==> src/rtl/tetris_vram_arb_pkg.sv <==
// Shared constants and sweep FSM encoding for the playfield VRAM arbiter.
package tetris_vram_arb_pkg;
  localparam int VRAM_ADDR_W    = 9;
  localparam int VRAM_DATA_W    = 4;
  localparam int FIELD_DEPTH    = 512;
  localparam int STARVE_LIM_DEF = 1024;
  localparam int CELL_EMPTY     = 0;

  typedef enum logic [1:0] {
    ST_IDLE  = 2'd0,
    ST_SWEEP = 2'd1,
    ST_DONE  = 2'd2
  } sweep_state_t;
endpackage

==> src/rtl/tetris_vram_arb_if.sv <==
// Client, status and RAM-side signals of the playfield VRAM arbiter.
interface tetris_vram_arb_if #(
  parameter int ADDR_W = 9,
  parameter int DATA_W = 4
);
  logic              disp_req;
  logic [ADDR_W-1:0] disp_addr;
  logic [DATA_W-1:0] disp_rdata;
  logic              disp_rvalid;
  logic              game_req;
  logic              game_we;
  logic [ADDR_W-1:0] game_addr;
  logic [DATA_W-1:0] game_wdata;
  logic              game_ack;
  logic [DATA_W-1:0] game_rdata;
  logic              clr_start;
  logic              clr_busy;
  logic              clr_done;
  logic              game_starve;
  logic [ADDR_W-1:0] ram_addr;
  logic              ram_we;
  logic [DATA_W-1:0] ram_wdata;
  logic [DATA_W-1:0] ram_rdata;

  modport slave (
    input  disp_req, disp_addr, game_req, game_we, game_addr, game_wdata,
           clr_start, ram_rdata,
    output disp_rdata, disp_rvalid, game_ack, game_rdata, clr_busy, clr_done,
           game_starve, ram_addr, ram_we, ram_wdata
  );

  modport master (
    output disp_req, disp_addr, game_req, game_we, game_addr, game_wdata,
           clr_start, ram_rdata,
    input  disp_rdata, disp_rvalid, game_ack, game_rdata, clr_busy, clr_done,
           game_starve, ram_addr, ram_we, ram_wdata
  );
endinterface

==> src/rtl/tetris_vram_arb_sweep.sv <==
// Clear-sweep engine: walks addresses 0..DEPTH-1 whenever the display leaves the slot free.
//   state    | meaning
//   ST_IDLE  | no sweep, game accesses allowed
//   ST_SWEEP | writing empty cells, clr_busy high
//   ST_DONE  | one-cycle clr_done pulse, then back to idle
module tetris_vram_arb_sweep
  import tetris_vram_arb_pkg::*;
#(
  parameter int ADDR_W = VRAM_ADDR_W,
  parameter int DEPTH  = FIELD_DEPTH
) (
  input  logic              mco,
  input  logic              res_n,
  input  logic              clr_start,
  input  logic              slot_free,
  output logic              sweep_wr,
  output logic              sweep_idle,
  output logic [ADDR_W-1:0] sweep_addr,
  output logic              clr_busy,
  output logic              clr_done
);
  localparam int CNT_W = $clog2(DEPTH + 1);

  sweep_state_t     state;
  logic [CNT_W-1:0] cnt;

  always_ff @(posedge mco or negedge res_n) begin
    if (!res_n) begin
      state    <= ST_IDLE;
      cnt      <= '0;
      clr_busy <= 1'b0;
      clr_done <= 1'b0;
    end else begin
      clr_done <= 1'b0;
      unique case (state)
        ST_IDLE: begin
          if (clr_start) begin
            state    <= ST_SWEEP;
            cnt      <= '0;
            clr_busy <= 1'b1;
          end
        end
        ST_SWEEP: begin
          if (slot_free) begin
            cnt <= cnt + 1'b1;
            if (cnt == CNT_W'(DEPTH - 1)) begin
              state    <= ST_DONE;
              clr_busy <= 1'b0;
              clr_done <= 1'b1;
            end
          end
        end
        ST_DONE: state <= ST_IDLE;
        default: state <= ST_IDLE;
      endcase
    end
  end

  assign sweep_wr   = (state == ST_SWEEP);
  assign sweep_idle = (state == ST_IDLE);
  assign sweep_addr = ADDR_W'(cnt);
endmodule

==> src/rtl/tetris_vram_arb.sv <==
// Single-port VRAM arbiter: display > clear sweep > game, one RAM access per cycle.
module tetris_vram_arb
  import tetris_vram_arb_pkg::*;
#(
  parameter int ADDR_W     = VRAM_ADDR_W,
  parameter int DATA_W     = VRAM_DATA_W,
  parameter int DEPTH      = FIELD_DEPTH,
  parameter int STARVE_LIM = STARVE_LIM_DEF
) (
  input logic mco,
  input logic res_n,
  tetris_vram_arb_if.slave bus
);
  localparam int WAIT_W = $clog2(STARVE_LIM + 1);

  logic              sweep_wr;
  logic              sweep_idle;
  logic [ADDR_W-1:0] sweep_addr;
  logic              game_issue;
  logic              game_wait;
  logic              game_rd_pend;
  logic [DATA_W-1:0] disp_hold;
  logic [DATA_W-1:0] game_hold;
  logic [WAIT_W-1:0] wait_cnt;

  tetris_vram_arb_sweep #(
    .ADDR_W (ADDR_W),
    .DEPTH  (DEPTH)
  ) u_sweep (
    .mco        (mco),
    .res_n      (res_n),
    .clr_start  (bus.clr_start),
    .slot_free  (!bus.disp_req),
    .sweep_wr   (sweep_wr),
    .sweep_idle (sweep_idle),
    .sweep_addr (sweep_addr),
    .clr_busy   (bus.clr_busy),
    .clr_done   (bus.clr_done)
  );

  // The ack cycle never issues: the requester is still dropping game_req then.
  assign game_issue = !bus.disp_req && sweep_idle && bus.game_req && !bus.game_ack;
  // The ack cycle is completion, not waiting, so it does not feed starvation.
  assign game_wait  = bus.game_req && !game_issue && !bus.game_ack;

  always_comb begin
    bus.ram_addr  = '0;
    bus.ram_we    = 1'b0;
    bus.ram_wdata = '0;
    if (bus.disp_req) begin
      bus.ram_addr = bus.disp_addr;
    end else if (sweep_wr) begin
      bus.ram_addr  = sweep_addr;
      bus.ram_we    = 1'b1;
      bus.ram_wdata = DATA_W'(CELL_EMPTY);
    end else if (game_issue) begin
      bus.ram_addr  = bus.game_addr;
      bus.ram_we    = bus.game_we;
      bus.ram_wdata = bus.game_wdata;
    end
  end

  always_ff @(posedge mco or negedge res_n) begin
    if (!res_n) begin
      bus.disp_rvalid <= 1'b0;
      bus.game_ack    <= 1'b0;
      bus.game_starve <= 1'b0;
      game_rd_pend    <= 1'b0;
      disp_hold       <= '0;
      game_hold       <= '0;
      wait_cnt        <= '0;
    end else begin
      bus.disp_rvalid <= bus.disp_req;
      bus.game_ack    <= game_issue;
      game_rd_pend    <= game_issue && !bus.game_we;
      if (bus.disp_rvalid) disp_hold <= bus.ram_rdata;
      if (game_rd_pend)    game_hold <= bus.ram_rdata;
      if (game_issue) begin
        wait_cnt <= '0;
      end else if (game_wait && wait_cnt != WAIT_W'(STARVE_LIM)) begin
        wait_cnt <= wait_cnt + 1'b1;
      end
      if (game_wait && wait_cnt >= WAIT_W'(STARVE_LIM - 1)) bus.game_starve <= 1'b1;
    end
  end

  // Read data passes straight through in its valid cycle and is held afterwards.
  assign bus.disp_rdata = bus.disp_rvalid ? bus.ram_rdata : disp_hold;
  assign bus.game_rdata = game_rd_pend    ? bus.ram_rdata : game_hold;
endmodule

==> src/flat_wrapper.sv <==
// flat-port wrapper written by rule: the top's interface ports become plain ports
module tetris_vram_arb_flat import tetris_vram_arb_pkg::*;
#(
  parameter int ADDR_W     = VRAM_ADDR_W,
  parameter int DATA_W     = VRAM_DATA_W,
  parameter int DEPTH      = FIELD_DEPTH,
  parameter int STARVE_LIM = STARVE_LIM_DEF
)
  (mco, res_n, bus_disp_req, bus_disp_addr, bus_game_req, bus_game_we, bus_game_addr, bus_game_wdata, bus_clr_start, bus_ram_rdata, bus_disp_rdata, bus_disp_rvalid, bus_game_ack, bus_game_rdata, bus_clr_busy, bus_clr_done, bus_game_starve, bus_ram_addr, bus_ram_we, bus_ram_wdata);
  tetris_vram_arb_if #(.ADDR_W(ADDR_W), .DATA_W(DATA_W)) bus_i ();
  input logic mco;
  input logic res_n;
  input wire logic [$bits(bus_i.disp_req)-1:0] bus_disp_req;
  input wire logic [$bits(bus_i.disp_addr)-1:0] bus_disp_addr;
  input wire logic [$bits(bus_i.game_req)-1:0] bus_game_req;
  input wire logic [$bits(bus_i.game_we)-1:0] bus_game_we;
  input wire logic [$bits(bus_i.game_addr)-1:0] bus_game_addr;
  input wire logic [$bits(bus_i.game_wdata)-1:0] bus_game_wdata;
  input wire logic [$bits(bus_i.clr_start)-1:0] bus_clr_start;
  input wire logic [$bits(bus_i.ram_rdata)-1:0] bus_ram_rdata;
  output wire logic [$bits(bus_i.disp_rdata)-1:0] bus_disp_rdata;
  output wire logic [$bits(bus_i.disp_rvalid)-1:0] bus_disp_rvalid;
  output wire logic [$bits(bus_i.game_ack)-1:0] bus_game_ack;
  output wire logic [$bits(bus_i.game_rdata)-1:0] bus_game_rdata;
  output wire logic [$bits(bus_i.clr_busy)-1:0] bus_clr_busy;
  output wire logic [$bits(bus_i.clr_done)-1:0] bus_clr_done;
  output wire logic [$bits(bus_i.game_starve)-1:0] bus_game_starve;
  output wire logic [$bits(bus_i.ram_addr)-1:0] bus_ram_addr;
  output wire logic [$bits(bus_i.ram_we)-1:0] bus_ram_we;
  output wire logic [$bits(bus_i.ram_wdata)-1:0] bus_ram_wdata;
  assign bus_i.disp_req = bus_disp_req;
  assign bus_i.disp_addr = bus_disp_addr;
  assign bus_i.game_req = bus_game_req;
  assign bus_i.game_we = bus_game_we;
  assign bus_i.game_addr = bus_game_addr;
  assign bus_i.game_wdata = bus_game_wdata;
  assign bus_i.clr_start = bus_clr_start;
  assign bus_i.ram_rdata = bus_ram_rdata;
  assign bus_disp_rdata = bus_i.disp_rdata;
  assign bus_disp_rvalid = bus_i.disp_rvalid;
  assign bus_game_ack = bus_i.game_ack;
  assign bus_game_rdata = bus_i.game_rdata;
  assign bus_clr_busy = bus_i.clr_busy;
  assign bus_clr_done = bus_i.clr_done;
  assign bus_game_starve = bus_i.game_starve;
  assign bus_ram_addr = bus_i.ram_addr;
  assign bus_ram_we = bus_i.ram_we;
  assign bus_ram_wdata = bus_i.ram_wdata;
  tetris_vram_arb #(.ADDR_W(ADDR_W), .DATA_W(DATA_W), .DEPTH(DEPTH), .STARVE_LIM(STARVE_LIM)) u_core (.mco(mco), .res_n(res_n), .bus(bus_i));
endmodule
==> config.mk <==
export PLATFORM = sky130hd
export DESIGN_NAME = tetris_vram_arb_flat
export DESIGN_NICKNAME = d
export VERILOG_FILES = /design/src/rtl/tetris_vram_arb_pkg.sv /design/src/rtl/tetris_vram_arb_if.sv /design/src/rtl/tetris_vram_arb_sweep.sv /design/src/rtl/tetris_vram_arb.sv /design/src/flat_wrapper.sv
export SDC_FILE = /design/constraint.sdc
export NUM_CORES = 1
export LEC_CHECK = 0
export ABC_AREA = 1
export CAP_MARGIN = 20
export CORE_MARGIN = 3
export CORE_UTILIZATION = 33
export DETAILED_ROUTE_END_ITERATION = 16
export DONT_BUFFER_PORTS = 1
export PLACE_DENSITY = 0.46
export REMOVE_ABC_BUFFERS = 1
export SYNTH_ARGS = -nofsm -noshare
export SYNTH_HDL_FRONTEND = slang
export SYNTH_SLANG_ARGS = --single-unit
==> constraint.sdc <==
create_clock -name mco -period 2 [get_ports mco]
set_input_delay 0.4 -clock mco [delete_from_list [all_inputs] [get_ports mco]]
set_output_delay 0.4 -clock mco [all_outputs]
set_load 0.01 [all_outputs]
### Word-level counts from Yosys, hierarchy flattened

Cells that the tools add are included.

| storage, ports and cells | value |
|---|---|
| output and inout port bits | 27 |
| bits of input ports | 32 |
| logic and storage cells | 65 |
| register bits | 37 |

| operators by class | value |
|---|---|
| equal/unequal tests | 6 |
| add/subtract/negate cells | 2 |
| multiplexer cells | 27 |
| reductions and logical operators | 18 |
| $lt $le $gt $ge | 1 |

Operators with widths:

| kind | number |
|---|---|
| $mux W9 | 3 |
| $mux W11 | 2 |
| $mux W10 | 2 |
| $mux W4 | 5 |
| $pmux W10 S2 | 1 |
| $add A11 B1 Y11 const B | 1 |
| $ge A11 B10 Y1 const B | 1 |
| $ne A11 B11 Y1 const B | 1 |
| $add A10 B1 Y10 const B | 1 |
| $eq A10 B9 Y1 const B | 1 |
| $mux W1 | 9 |
| $logic_and A1 B1 Y1 | 8 |
| $mux W2 | 3 |
| $ne A2 B2 Y1 const B | 3 |
| $reduce_and A3 Y1 | 2 |
| $logic_not A1 Y1 | 4 |
| $pmux W2 S2 | 1 |
| $reduce_and A4 Y1 | 1 |
| $reduce_bool A2 Y1 | 2 |
| $eq A2 B1 Y1 const B | 1 |
| $logic_not A2 Y1 | 1 |
| $pmux W1 S2 | 1 |

### Depth between registers and ports, before layout

Gate-level depths: netlist of the first run.

| depth | value |
|---|---|
| depth in word-level cells | 10 |
| gate-level depth with buffers | 9 |
| depth with buffers taken out | 9 |

### Cells and area by module

A second synthesis of the first run with hierarchy kept.

| second synthesis, totals | value |
|---|---|
| cell total of the unflattened synthesis | 283 |
| area, all modules | 2180.8 um^2 |

By module, submodules not included:

| module | area an instance (um^2) | cells each | instances |
|---|---|---|---|
| tetris_vram_arb | 1403.8 | 184 | 1 |
| tetris_vram_arb_sweep | 777.0 | 99 | 1 |

### Worst setup path before layout of the first run

Ideal clock, no wire load.

| timing | value |
|---|---|
| kind | reg-to-output |
| start | register u_core.u_sweep.state[0] |
| end | output bus_ram_addr[0] |
| required time | 1.600 ns |
| cell stages (with the launch flop) | 7 |
| data arrival time | 1.136 ns |
| path slack | 0.464 ns |
| cell sequence | dfrtp_1 -> nor2_2 -> nand2_2 -> nor2_4 -> buf_2 -> nand2_1 -> nand2_1 |

| on the way | value |
|---|---|
| cells in the longest elaborated chain, start to end | 7 |
| elaborated cells between the ends (all ways) | 8 |

Ends and longest elaborated chain:

| element | RTL line | source |
|---|---|---|
| from (decl) | tetris_vram_arb_sweep.sv:24 | `sweep_state_t state;` |
| from (signal assigned) | tetris_vram_arb_sweep.sv:29 | `state <= ST_IDLE;` |
| from (signal assigned) | tetris_vram_arb_sweep.sv:38 | `state <= ST_SWEEP;` |
| from (signal assigned) | tetris_vram_arb_sweep.sv:47 | `state <= ST_DONE;` |
| $logic_not A2 Y1 | tetris_vram_arb_sweep.sv:60 | `assign sweep_idle = (state == ST_IDLE);` |
| $logic_and A1 B1 Y1 (3 in a row) | tetris_vram_arb.sv:42 | `assign game_issue = !bus.disp_req && sweep_idle && bus.game_req && !bus.game_ack;` |
| net u_core.game_issue | tetris_vram_arb.sv:19 | `logic game_issue;` |
| $mux W9 | tetris_vram_arb.sv:56 | `end else if (game_issue) begin` |
| $mux W9 | tetris_vram_arb.sv:52 | `end else if (sweep_wr) begin` |
| $mux W9 | tetris_vram_arb.sv:50 | `if (bus.disp_req) begin` |
| to (decl) | flat_wrapper.sv:28 | `output wire logic [$bits(bus_i.ram_addr)-1:0] bus_ram_addr;` |

The timed path passes the listed nets, and every way through them passes these cells.

### Final worst setup path of the first run

| timing | value |
|---|---|
| start | register u_core.u_sweep.state[1] |
| end | output bus_ram_addr[0] |

| on the way | value |
|---|---|
| cells in the longest elaborated chain, start to end | 7 |
| elaborated cells between the ends (all ways) | 8 |

Ends and longest elaborated chain:

| element | RTL line |
|---|---|
| $logic_not A2 Y1 | tetris_vram_arb_sweep.sv:60 |
| $logic_and A1 B1 Y1 (3 in a row) | tetris_vram_arb.sv:42 |
| $mux W9 | tetris_vram_arb.sv:56 |
| $mux W9 * | tetris_vram_arb.sv:52 |
| $mux W9 * | tetris_vram_arb.sv:50 |

Mark *: on every way between the ends. The rest lies on a longest branch, timed or not.

==> results of run 1 <==
==> worst max path at each step <==
stage / to / from / slack (ps)
final: bus_ram_addr[0] / u_core.u_sweep.state[1]$_DFFE_PN0P_ / 130
after global routing: bus_ram_we / u_core.bus.game_ack$_DFF_PN0_ / -7
after CTS: bus_ram_addr[7] / u_core.bus.game_ack$_DFF_PN0_ / 40
after detailed placement: bus_ram_wdata[2] / u_core.bus.game_ack$_DFF_PN0_ / 260
after global placement: bus_ram_wdata[0] / u_core.bus.game_ack$_DFF_PN0_ / 260
after floorplan: bus_ram_wdata[0] / u_core.u_sweep.state[0]$_DFFE_PN0P_ / 420
==> flip-flops by register name (all words and copies together) (netlist names) <==
register,count
u_core.wait_cnt,11
u_core.u_sweep.cnt,10
u_core.disp_hold,4
u_core.game_hold,4
u_core.u_sweep.state,2
u_core.bus.disp_rvalid,1
u_core.bus.game_ack,1
u_core.bus.game_starve,1
u_core.game_rd_pend,1
u_core.u_sweep.clr_busy,1
u_core.u_sweep.clr_done,1
==> critical path, delay by kind of cell, from the launching register on <==
kind	cells	cell delay (ps)
compound gates	1	130
simple gates	3	580
flops	1	390
buf+inv	1	70
==> layout by cell type, fill, tap and decap left out, types with 2 or more instances in the layout <==
cell      instances
nand2_1          99
dfrtp_1          37
nor2_1           36
inv_1            31
nand3_1          22
mux2_2            8
a22oi_1           8
buf_4             6
o21ai_0           5
clkbuf_8          5
nor2_2            4
nor3_1            4
nand4_1           4
nand2_2           3
ha_1              3
nor2_4            2
or2_2             2
a21oi_1           2
==> repair_timing <==
item,CTS,global route
hold buffers,2,0
buffers inserted,2,0
gates resized for setup,1,1
endpoints found under the hold margin,37,0
endpoints found under the setup margin,13,14
pin swaps,1,1
==> metal layers <==
layer,part of all wire,vias to the layer above
li1,-,914
met1,0.44,787
met2,0.49,41
met3,0.054,9
met4,0.020,0
met5,0,-
==> area by class of cell <==
cell class / count / area (sq um)
Inverter: 32 / 120
Timing Repair Buffer: 8 / 75.1
Tap cell: 75 / 93.8
Clock buffer: 5 / 68.8
Multi-Input combinational cell: 209 / 1020
Fill cell: 623 / 3640
Clock inverter: 3 / 46.3
Sequential cell: 37 / 926
==> through the flow <==
| step | instances | power [W] | area, sq um | TNS [ps] |
|---|---|---|---|---|
| CTS | 369 | 0.00235 | 2340 | 0 |
| global route | 369 | 0.00250 | 2350 | -37.9 |
| global placement | 357 | 0.00163 | 2180 | 0 |
| finish | 369 | 0.00230 | 2350 | 0 |
| floorplan | 278 | 0.00150 | 2050 | 0 |
| detailed placement | 357 | 0.00164 | 2180 | 0 |
==> power breakdown <==
group / internal, W / switching [W] / leakage [nW] / total (W)
combinational: 0.000226 / 0.000336 / 0.663 / 0.000562
clock: 0.000373 / 0.000293 / 0.0543 / 0.000666
sequential: 0.000901 / 0.000175 / 0.472 / 0.00108
total: 0.00150 / 0.000803 / 1.19 / 0.00230
==> cell families (layout without fill, tap and decap cells) <==
logic type,count (synthesis),in the layout,synth area share
xor gates and xnor gates,2,2,0.00844
AOI/OAI and AO/OA,20,20,0.0627
adders and majority gates,3,3,0.0181
buffers and inverters,36,48,0.0681
muxes,8,8,0.0434
and+or+nand+nor,176,176,0.353
DFF,37,37,0.446
==> qor.yml, run 1 <==
status: "complete, no violations"
postSynthCellCount: 282
cts.sinks: 37
final_layout_size_suffix_gt1_frac: 0.119
cp_slowest_stage_delay_ps: 390
required_ps: 1600
met2_usage: 0.244
ios: 59
grt_first_pass_wirelength_mm: 8.31
ys_seq_area_frac: 0.446
layout-area-overhead-vs-synth_pct: 13.0
r2r_setup_slack_ps: 530
vias_per_cell: 4.75
antenna_left: 0
antenna_found_initial: 0
worstHoldEndpoint: "u_core.bus.disp_rvalid$_DFF_PN0_"
num_rows: 28
crit_path_start_kind: "flip-flop"
path_cells: "inv_1 -> nand2_1 -> nor2_4 -> a22oi_1 -> nand2_1"
cap_violations: 0
holdCritStartpoint: "bus_disp_req"
crit_fanout: 10
hold_path_class: "input port to flip-flop"
synth.avg_cell_area_sq_um: 7.36
num_antenna_cells: 0
nNetsFinal: 328
finalSetupViolations: 0
fin_ws_ps: 129
synth_warnings: 0
gp_congestion: 0.746
drc_errors: 0
synth.most_common_cell: "nand2_1"
cts_tree: "yes"
reg2reg_depth: 8
fmax_mhz: 535
drt_first_pass_iters: 4
p_leak_nw: 1.19
yosysTopAreaCell: "dfrtp_1"
maxSlewViolCount: 0
worst-setup-path-type: "flip-flop to output pin"
gr-usage-all-layers: 0.144
clock_tree.buffer_depth: 2
finalCriticalPeriod_ps: 1870
post-route-util: 0.392
crit_top_cell: "nand2_1"
clk_pin_slew_ps: 80
clockRootBuffer: "clkbuf_8"
grtUsageMet1: 0.172
cts_made_buffers: 5
yosysUniqueCellTypes: 28
skew_ps: 5.08
synth_common_cells: "99 x nand2_1, 37 x dfrtp_1, 37 x nor2_1"
synth_edf_count: 0
cp_data_arrival_time_ps: 1470
reg2reg_to: "u_core.u_sweep.clr_busy$_DFFE_PN0P_"
clock_latency_ps: 300
async_flop_share: 1.00
hold_viol: 0
worstMarginPinSlew_ps: 307
htreeDepth: 2
routed_wl_mm: 4.92
grt_max_degree: 38
routedWlPerCell_um: 13.3
core_sq_um: 5990
synthFlopType: "dfrtp_1"
slew_headroom: 0.795
powerDensity_nw_per_um2: 982
fin_crit_sh: 0.935
hpwl_mm: 3.68
cpMaxStageDelayCell: "dfrtp_1"
r2r-start: "u_core.u_sweep.cnt[1]$_DFFE_PN0P_"
whs_ps: 135
vias: 1751
drt_iter0_markers: 83
die_w_um: 85.3
place_ws_ps: 261
ys_ff_latch: 37
die-area_sq_um: 7280
grt-ovfl-total: 0
die_y_um: 85.3
min_delay_path_depth: 0
cp-end-kind: "output pin"
synth_area_leaders: "dfrtp_1 45%, nand2_1 18%, nor2_1 6.7%"
grt_pass1_vias: 1731
peakVddDrop_uv: 351
start_util: 0.346
synth_area_sq_um: 2080
busiest_layer: "met2"
synth_top_cell_area_share: 0.446
use_met3: 0.0427
numPortBuffers: 0
Power figures use the tool's default switching activity.
==> run 2, diff against run 1 <==
--- a/config.mk
+++ b/config.mk
@@ -16,3 +16,4 @@
 export SYNTH_ARGS = -nofsm -noshare
 export SYNTH_HDL_FRONTEND = slang
 export SYNTH_SLANG_ARGS = --single-unit
+export TNS_END_PERCENT = 5
==> results of run 2 <==
Same layout as run 1: the final DEF is identical, and so are final timing and power.
==> run 3, diff against run 2 <==
--- a/config.mk
+++ b/config.mk
@@ -7,7 +7,7 @@
 export LEC_CHECK = 0
 export ABC_AREA = 1
 export CAP_MARGIN = 20
-export CORE_MARGIN = 3
+export CORE_MARGIN = 4
 export CORE_UTILIZATION = 33
 export DETAILED_ROUTE_END_ITERATION = 16
 export DONT_BUFFER_PORTS = 1
==> run 3 against run 2 <==
Against the previous run: die area is 4.7% higher; critical endpoint is now bus_ram_addr[7]; register-to-register slack worse by 30 ps; critical path depth is 1 higher; clock-buffer cell count stayed put; sequential share of layout area is 0.45 points lower; cell count is 0.27% lower; setup slack worse by 25 ps; total power is 0.79% higher.
==> qor.yml, run 3 (same netlist as run 1, synthesis figures left out) <==
drc_errors: 0  # unchanged
cp-end-kind: "output pin"
drt_first_pass_iters: 4  # unchanged
routedWlPerCell_um: 13.6  # +2.3%
skew_ps: 4.66  # -0.419 ps
die_w_um: 87.3  # +2.3%
cp_data_arrival_time_ps: 1500  # +30 ps
cap_violations: 0  # unchanged
gp_congestion: 0.798  # +6.9%
vias: 1759  # +0.46%
worst-setup-path-type: "flip-flop to output pin"
layout-area-overhead-vs-synth_pct: 14.5
status: "complete, no violations"
final_cell_mix: "96 x nand2_1, 36 x dfrtp_1, 32 x nor2_1, 30 x inv_1, 22 x nand3_1"
clock_tree.buffer_depth: 2  # unchanged
required_ps: 1600  # about the same
cts_tree: "yes"
gr-usage-all-layers: 0.141  # -0.00292
grt_pass1_vias: 1740  # +0.52%
num_rows: 28  # unchanged
ios: 59  # unchanged
antenna_found_initial: 0  # unchanged
crit_path_start_kind: "flip-flop"
antenna_left: 0  # unchanged
largest_register_ffs: 11  # unchanged
vias_per_cell: 4.78  # +0.73%
start_util: 0.344  # -0.00201
cts.sinks: 37  # unchanged
crit_fanout: 6  # -4
peakVddDrop_uv: 484  # +38%
drt_iter0_markers: 67  # -19%
final_cells: 368  # -0.27%
final_common_cell: "nand2_1"
maxSlewViolCount: 0  # unchanged
worstMarginPinSlew_ps: 313  # +6.48 ps
grt_max_degree: 38  # unchanged
finalSetupViolations: 0  # unchanged
powerDensity_nw_per_um2: 977  # -0.49%
nNetsFinal: 327  # -0.30%
clockRootBuffer: "clkbuf_8"
cts_made_buffers: 5  # unchanged
hold_viol: 0  # unchanged
numPortBuffers: 0  # unchanged
hold_path_class: "input port to flip-flop"
htreeDepth: 2  # unchanged
slew_headroom: 0.790  # -0.00460
routed_wl_mm: 5.02  # +2.0%
die_y_um: 87.3  # +2.3%
core_sq_um: 6030  # +0.58%
hpwl_mm: 3.64  # -1.3%
fmax_mhz: 527  # -1.3%
clk_pin_slew_ps: 80  # about the same
grt_first_pass_wirelength_mm: 8.26  # -0.58%
clock_latency_ps: 300  # about the same
power_w: 0.00232  # +0.79%
grt-ovfl-total: 0  # unchanged
die-area_sq_um: 7620  # +4.7%
dp.cells: 357  # unchanged
p_leak_nw: 1.19  # +0.28%
finalCriticalPeriod_ps: 1900  # +25.4 ps
final_layout_size_suffix_gt1_frac: 0.147  # +0.0277
fin_crit_sh: 0.948  # +0.0127
top_regs: "u_core.wait_cnt x11, u_core.u_sweep.cnt x10"
post-route-util: 0.394  # +0.00271
num_antenna_cells: 0  # unchanged
fill_cells: 650  # +4.3%
regMostFlops: "u_core.wait_cnt"
rsz0062_at_grt: "true"
## run 3: changes by cell type in the layout (fill, tap and decap cells not counted), moves of 2 or more
cell / change
buf_4: -2
nand2_1: -3
nor2_4: +2
nand2_2: +2
nor2_2: +2
nor2_1: -4
## run 3: stage by stage
stage / setup TNS [ps] / hold slack, ps / cell area, sq um / setup WS, ps
global placement: 0 / 106 / 2180 / 322
floorplan: 0 / 104 / 2050 / 415
finish: 0 / 135 / 2380 / 104
CTS: 0 / 117 / 2330 / 15.1
global route: -9.68 / 106 / 2380 / -9.68
detailed placement: 0 / 106 / 2180 / 302
## run 3: power breakdown
| group | total, W | internal (W) | switching [W] |
|---|---|---|---|
| Combinational | 0.000573 | 0.000229 | 0.000344 |
| Clock | 0.000671 | 0.000373 | 0.000298 |
| Sequential | 0.00108 | 0.000901 | 0.000176 |
## run 3: cell type report
cell class	instances	area [sq um]	area share
clock inverter	3	46.3	0.0195
sequential	37	927	0.390
tap	75	93.8	0.0395
inverter	32	120	0.0506
clock buffer	5	68.8	0.0290
timing repair buffer	7	71.3	0.0300
multi-input combinational	209	1050	0.441
## run 3: worst max-delay path, stage by stage (launching register included)
cell and delay, ps:
dfrtp_2 450, nor2_4 140, nand2_4 80, nor2_4 210, buf_6 160, nand2_1 50
nand2_1 110
## run 3: worst paths after layout
kind	start	endpoint	slack, ps	cells after the start
max	u_core.u_sweep.state[0]$_DFFE_PN0P_	bus_ram_addr[7]	100	6
min	bus_disp_req	u_core.bus.disp_rvalid$_DFF_PN0_	140	0
max reg2reg	u_core.u_sweep.cnt[1]$_DFFE_PN0P_	u_core.u_sweep.state[0]$_DFFE_PN0P_	500	6
min reg2reg	u_core.wait_cnt[9]$_DFFE_PN0P_	u_core.wait_cnt[9]$_DFFE_PN0P_	530	2
max in group asynchronous	res_n	u_core.u_sweep.state[0]$_DFFE_PN0P_	1210	2
min in group asynchronous	res_n	u_core.wait_cnt[1]$_DFFE_PN0P_	590	2
## run 3: per-layer routing
layer  track usage  routed length, um  up-vias
met5             0                  0        -
met4        0.0460                 68        0
met3        0.0397                221        8
met2         0.238               2490       32
met1         0.173               2240      809
li1              -                  -      910
## run 3: timing repair
item | 4_1_cts | 5_1_grt
cloned | 0 | 0
hold buffers | 2 | 0
endpoints found under the setup margin | 11 | 10
resized for setup | 3 | 12
pin swaps | 1 | 3
endpoints found under the hold margin | 37 | 0
setup buffers | 0 | 1
